==> config.mk <==
export PLATFORM = sky130hd
export DESIGN_NAME = tnoc_output_port_scheduler
export DESIGN_NICKNAME = d
export VERILOG_FILES = /design/src/rtl/tnoc_output_port_scheduler.sv
export SDC_FILE = /design/constraint.sdc
export NUM_CORES = 1
export LEC_CHECK = 0
export CORE_MARGIN = 2
export CORE_UTILIZATION = 38
export CTS_CLUSTER_SIZE = 14
export DETAILED_ROUTE_END_ITERATION = 8
export PLACE_DENSITY_LB_ADDON = 0.2
export SYNTH_ARGS = -nofsm -noshare
export SYNTH_HDL_FRONTEND = slang
export SYNTH_SLANG_ARGS = --single-unit
==> constraint.sdc <==
create_clock -name clk -period 6.2 [get_ports clk]
set_clock_uncertainty 0.2 [all_clocks]
set_input_delay 1.86 -clock clk [delete_from_list [all_inputs] [get_ports clk]]
set_output_delay 1.86 -clock clk [all_outputs]
set_load 0.01 [all_outputs]
==> src/rtl/tnoc_output_port_scheduler.sv <==
// Per-output-port packet scheduler.
// Each virtual channel owns an independent round-robin arbiter that locks the
// output to one input entry from a winning head flit until that entry's tail
// flit is accepted. Grants and busy flags are flop outputs.

package tnoc_pkg;

    typedef struct packed {
        int unsigned virtual_channels;
        int unsigned tags;
        int unsigned data_width;
    } tnoc_config;

    localparam tnoc_config TNOC_DEFAULT_CONFIG = '{
        virtual_channels: 2,
        tags:             256,
        data_width:       256
    };

endpackage

module tnoc_output_port_scheduler
    import tnoc_pkg::*;
#(
    parameter tnoc_config CONFIG   = TNOC_DEFAULT_CONFIG,
    parameter int         ENTRIES  = 5,
    localparam int        CHANNELS = int'(CONFIG.virtual_channels)
)(
    input  logic                        clk,
    input  logic                        rst_n,
    input  logic [ENTRIES*CHANNELS-1:0] i_request,
    input  logic [ENTRIES*CHANNELS-1:0] i_start_of_packet,
    input  logic [ENTRIES*CHANNELS-1:0] i_end_of_packet,
    output logic [ENTRIES*CHANNELS-1:0] o_grant,
    output logic [CHANNELS-1:0]         o_busy
);

    localparam int PTR_W = (ENTRIES > 1) ? $clog2(ENTRIES) : 1;

    typedef enum logic {
        IDLE = 1'b0,
        BUSY = 1'b1
    } state_e;

    typedef logic [PTR_W-1:0] ptr_t;

    // Modulo-ENTRIES addition; both operands are below ENTRIES, so a single
    // conditional subtraction is enough.
    function automatic ptr_t wrap_add(ptr_t base, int offset);
        int sum;
        sum = int'(base) + offset;
        if (sum >= ENTRIES) begin
            sum = sum - ENTRIES;
        end
        return ptr_t'(sum);
    endfunction

    for (genvar c = 0; c < CHANNELS; c++) begin : g_vc
        state_e             state_q;
        state_e             state_d;
        ptr_t               ptr_q;
        ptr_t               ptr_d;
        ptr_t               winner;
        logic               found;
        logic               owner_eop;
        // The one-hot grant register doubles as the owner index.
        logic [ENTRIES-1:0] grant_q;
        logic [ENTRIES-1:0] grant_d;
        logic [ENTRIES-1:0] candidates;
        logic [ENTRIES-1:0] tails;

        // Gather this VC's head-flit candidates and tail indications per entry.
        always_comb begin
            // NOTE: every combinational output gets a default first, so no path leaves it unassigned and no latch is inferred.
            candidates = '0;
            tails      = '0;
            for (int e = 0; e < ENTRIES; e++) begin
                candidates[e] = i_request[e*CHANNELS + c] & i_start_of_packet[e*CHANNELS + c];
                tails[e]      = i_end_of_packet[e*CHANNELS + c];
            end
            // An owner's head flit seen while it holds the grant belongs to the
            // packet already granted (single-flit case), so it never re-competes.
            candidates = candidates & ~grant_q;
        end

        // Round-robin search: first candidate at or after the pointer, wrapping.
        always_comb begin
            found  = 1'b0;
            winner = ptr_q;
            for (int i = 0; i < ENTRIES; i++) begin
                if (!found && candidates[wrap_add(ptr_q, i)]) begin
                    found  = 1'b1;
                    winner = wrap_add(ptr_q, i);
                end
            end
        end

        // Only the current owner's tail flit releases the lock.
        assign owner_eop = |(grant_q & tails);

        // Next-state logic: arbitrate when idle or when the owner finishes.
        always_comb begin
            state_d = state_q;
            ptr_d   = ptr_q;
            grant_d = grant_q;
            if ((state_q == IDLE) || owner_eop) begin
                grant_d = '0;
                if (found) begin
                    state_d         = BUSY;
                    grant_d[winner] = 1'b1;
                    ptr_d           = wrap_add(winner, 1);
                end else begin
                    state_d = IDLE;
                end
            end
        end

        // State, pointer and grant registers.
        always_ff @(posedge clk or negedge rst_n) begin
            if (!rst_n) begin
                state_q <= IDLE;
                ptr_q   <= '0;
                grant_q <= '0;
            end else begin
                // NOTE: non-blocking assignments so every register samples the pre-edge values.
                state_q <= state_d;
                ptr_q   <= ptr_d;
                grant_q <= grant_d;
            end
        end

        assign o_busy[c] = (state_q == BUSY);

        for (genvar e = 0; e < ENTRIES; e++) begin : g_entry
            assign o_grant[e*CHANNELS + c] = grant_q[e];
        end
    end

endmodule

[Word level (Yosys, flattened, before mapping)]
Cells that the tools add are included.
W data, S select, Z words.
Operators by class
  add/subtract/negate cells: 22
  muxes and demuxes: 60
  order comparisons: 26
  reductions and logical operators: 24
  bitwise logic cells: 18
Operators by type and width (number)
  $mux W3: 22
  $lt A3 B4 Y1 const B: 12
  $ge A4 B3 Y1 const B: 10
  $sub A3 B3 Y3 const B: 12
  $bmux W1 S3: 10
  $mux W1: 24
  $and A5 B5 Y5: 4
  $add A3 B1 Y4 const B: 4
  $add A3 B2 Y4 const B: 4
  $and A1 B1 Y1: 10
  $logic_and A1 B1 Y1: 10
  $mux W5: 2
  $not A5 Y5: 2
  $reduce_or A5 Y1: 2
  $add A3 B3 Y4 const B: 2
  $logic_not A1 Y1: 8
  $demux W1 S3: 2
  $ge A3 B1 Y1 const B: 2
  $ge A3 B3 Y1 const B: 2
  $reduce_and A2 Y1: 2
  $logic_or A1 B1 Y1: 2
  $not A1 Y1: 2
Storage, ports and cells
  output and inout port bits: 12
  register bits: 18

[Logic depth before layout (Yosys ltp)]
  word-level depth: 22
  gate-level depth with buffers: 21
  depth with buffers taken out: 19

[Least setup slack after synthesis]
Ideal clock, no wire load.
  path type: input to register
  start: input port i_start_of_packet[8]
  end: register g_vc[0].ptr_q[1]
  data required time: 5.931 ns
  path slack: 1.180 ns
  library setup time: 0.069 ns
  cell stages on the path: 16
  arrival time: 4.751 ns
  cells stage by stage: and3b_1 o2111a_1 or2_2 mux2_4 nor3_4 o2111ai_2 nand4_1 and3b_1 buf_2 inv_1 ha_1 o21ai_0 a21oi_1 mux2_4 or4_1 nand3_1
On the way
  longest elaborated chain between the ends: 20
  elaborated cells between the ends (all ways): 35
  those cells by class: 2 x add/sub; 1 x order compare; 21 x mux; 2 x bitwise; 9 x reduce/logical
Ends and longest elaborated chain
  start, declared: RTL line 32  | input logic [ENTRIES*CHANNELS-1:0] i_start_of_packet,
  $and A1 B1 Y1 *: RTL line 78  | candidates[e] = i_request[e*CHANNELS + c] & i_start_of_packet[e*CHANNELS + c];
  $and A5 B5 Y5 *: RTL line 83  | candidates = candidates & ~grant_q;
  $bmux W1 S3: RTL line 91  | if (!found && candidates[wrap_add(ptr_q, i)]) begin
  $mux W1 (implied by the code): RTL line 91
  $mux W1: RTL line 91
  $logic_not A1 Y1: RTL line 91
  $logic_and A1 B1 Y1: RTL line 91
  $mux W1: RTL line 91
  [... 4 more ...]
  $logic_and A1 B1 Y1: RTL line 91
  $mux W1: RTL line 91
  $logic_not A1 Y1: RTL line 91
  $logic_and A1 B1 Y1: RTL line 91
  $mux W3: RTL line 91
  $add A3 B1 Y4: RTL line 51  | sum = int'(base) + offset;
  $ge A4 B3 Y1 or $sub A3 B3 Y3 (tied branches): RTL line 52, 53
  $mux W3: RTL line 52  | if (sum >= ENTRIES) begin
  end signal, assigned: RTL line 127  | ptr_q <= ptr_d;
  end, declared: RTL line 61  | ptr_t ptr_q;
Every way passes the cells marked *; elsewhere a longest branch is shown, timed or not. The select of a mux whose other input is x is not followed.
A chain may end at the register's enable or synchronous reset.

[Final worst setup path]
Ends and elaborated chain as after synthesis.

==> metrics.txt <==
status complete, no violations; Fmax approximately 0.18 GHz; worst reg-to-reg setup slack between 1 and 1.5 ns; Reg clk slew, reported paths ~0.07 ns; syn nets 436; Via density 5.92; Worst setup SP type input port; drt pass-1 iters 7; most common cell after layout, fill and taps aside clkdlybuf4s50_1; WL/cell 16.0 um; final net count 473; Inserted Clock Buffers 3; Hold Buf Count CTS 0; antenna violations before repair 0; fin area around 3500 sq um; max-cap violation count 0; Worst Path Required approximately 6.2 ns; worst hold margin approximately 0.35 ns; root buf cell clkbuf_8; Synth Area per Inst ~7.8 sq um; Max Root-Sink Buffers 2; Reg area 450 sq um; RSZ-0062 raised after global routing no; final wirelength between 8000 and 9000 um; DP HPWL 6680 um; Post-Syn Instances approximately 380; Post-synth EDFFs 0; Post-route DRC 0; Worst Path Max Fanout 9; area grow syn2layout 18.6%; HP Class register to register; asr flop ratio synth 1.00; Clk Latency, worst-skew pair around 0.25 ns; PortBufs 43; cell area after placement roughly 3500 sq um; GPL Wtd Cong 0.917; Rows 32; WS Path Type input port to register; most frequent cells in the layout 43 x clkdlybuf4s50_1, 38 x nand2_1, 27 x nor2_1; H-tree depth 1; io pins 44; vias in the first global route 2,948; multi-input logic area between 2000 and 2500 sq um; Primary FF master, synth dfrtp_1; layout cells sized above 1 0.0718; Slew @ Worst Pin ~1 ns; Final Hold Fails 0; number of synthesized register bits 18; CTS-repair resized insts 0; Final setup viols 0; total grt overflow 0; post-CTS setup buffers 0; final-layout fill cell count around 770; antenna-violating nets left 0; core outline area 7690 sq um; Clock Sinks 18; Ant. Diodes 0; DR vias 3,079; Place WS around 0.37 ns; Max-Slew Margin vs Limit 0.332; Starting DRT DRC Count between 150 and 200; chip height 92.7 um; min cycle time layout around 5.6 ns; starting density of the core 0.389; post-synth design cell area approximately 3000 sq um; Yosys warnings 0; CTS tree done; post-synth cell types 73; crit path capture type register; GR Util All Layers 0.198; die footprint between 8000 and 9000 sq um; setup TNS 0 ns; Period Utilization, post-route 0.901; post-synthesis sequential area ratio 0.151; first-pass GRT wire length approximately 14,000 um; crit path DAT about 5.6 ns; Slew Limit Fails 0; die width about 93 um; largest net degree at the start of global routing 19; final worst slack between 0.6 and 0.7 ns
-- sequential cells by signal, summed over array words and instances, names as in the netlist --
| name | count |
|---|---|
| g_vc.ptr_q | 6 |
| g_vc.grant_q | 10 |
| g_vc.state_q | 2 |
-- area by class of cell --
type / count / area share
well taps: 102 / 0.0360
clock buffers: 4 / 0.0155
repair buffers: 44 / 0.123
multi-input cells: 327 / 0.672
flip-flops and latches: 18 / 0.127
inverters: 25 / 0.0264
-- synth_stat cells (3+ instances only) --
master,number,area [sq um]
nand4_1,4,25.0
dfrtp_1,18,450
nand3b_1,11,82.6
mux2_2,5,56.3
nand2b_1,7,43.8
o221ai_1,4,35.0
mux2_4,3,45.0
inv_1,25,93.8
buf_2,6,30.0
nand3_1,14,70.1
nand2_1,38,143
nor2b_1,8,50.1
o21ai_0,24,120
xnor2_1,12,105
a221oi_1,4,35.0
a31oi_1,5,31.3
or2_2,5,31.3
or4_1,4,30.0
ha_1,20,250
nand4b_1,3,26.3
a22oi_1,4,30.0
a21o_1,9,67.6
or3_1,5,31.3
a32o_1,3,30.0
nor3_1,7,35.0
buf_4,3,22.5
o211ai_1,10,75.1
nor3b_1,3,22.5
nor2_1,27,101
and2_1,4,25.0
a21oi_1,13,65.1
mux2i_1,16,160
and3b_1,5,43.8
-- per-stage QoR --
| step | utilization | std cells |
|---|---|---|
| floorplan | - | 382 |
| global placement | 0.454 | 516 |
| detailed placement | 0.454 | 516 |
| CTS | 0.462 | 520 |
| global route | 0.462 | 520 |
| finish | 0.462 | 520 |
-- cell families (layout without fill, tap and decap cells) --
| logic type | after synthesis | in the layout | synth area share |
|---|---|---|---|
| muxes | 27 | 27 | 0.107 |
| AOI/OAI and AO/OA | 107 | 107 | 0.261 |
| DFF | 18 | 18 | 0.151 |
| xor gates and xnor gates | 12 | 12 | 0.0351 |
| and+or+nand+nor | 159 | 159 | 0.297 |
| adders and majority gates | 22 | 22 | 0.0970 |
| buffers and inverters | 37 | 73 | 0.0527 |
-- worst max-delay path: stages --
cell	delay (ns)
clkdlybuf4s50_1	0.41
and3b_1	0.21
o2111a_1	0.13
or2_2	0.30
mux2_4	0.31
nor3_4	0.26
o2111ai_2	0.28
nand4_1	0.15
and3b_1	0.36
inv_1	0.13
ha_1	0.27
o21ai_0	0.09
a21oi_1	0.06
mux2_4	0.28
or4_1	0.39
nand3_1	0.09
-- path summary, 6_finish.rpt --
kind | startpoint | to | cells after the start
max | i_start_of_packet[8] | g_vc[0].ptr_q[1] | 16
min | g_vc[1].grant_q[3] | g_vc[1].grant_q[3] | 2
max reg2reg | g_vc[1].ptr_q[0] | g_vc[1].ptr_q[1] | 19
min reg2reg | g_vc[1].grant_q[3] | g_vc[1].grant_q[3] | 2
max in group asynchronous | rst_n | g_vc[0].grant_q[0] | 1
min in group asynchronous | rst_n | g_vc[1].grant_q[2] | 1
-- layer usage --
metal	up-vias	track usage	routed length [um]	part of all wire
met4	0	0.0331	62	0.0075
met1	1459	0.290	4030	0.49
met2	109	0.325	3770	0.45
met5	-	0	0	0
met3	6	0.0146	444	0.053
li1	1505	-	-	-
Power is left out: the tool's default activity adds up to more than one toggle a clock period on the data nets, which glitch-free logic cannot reach.
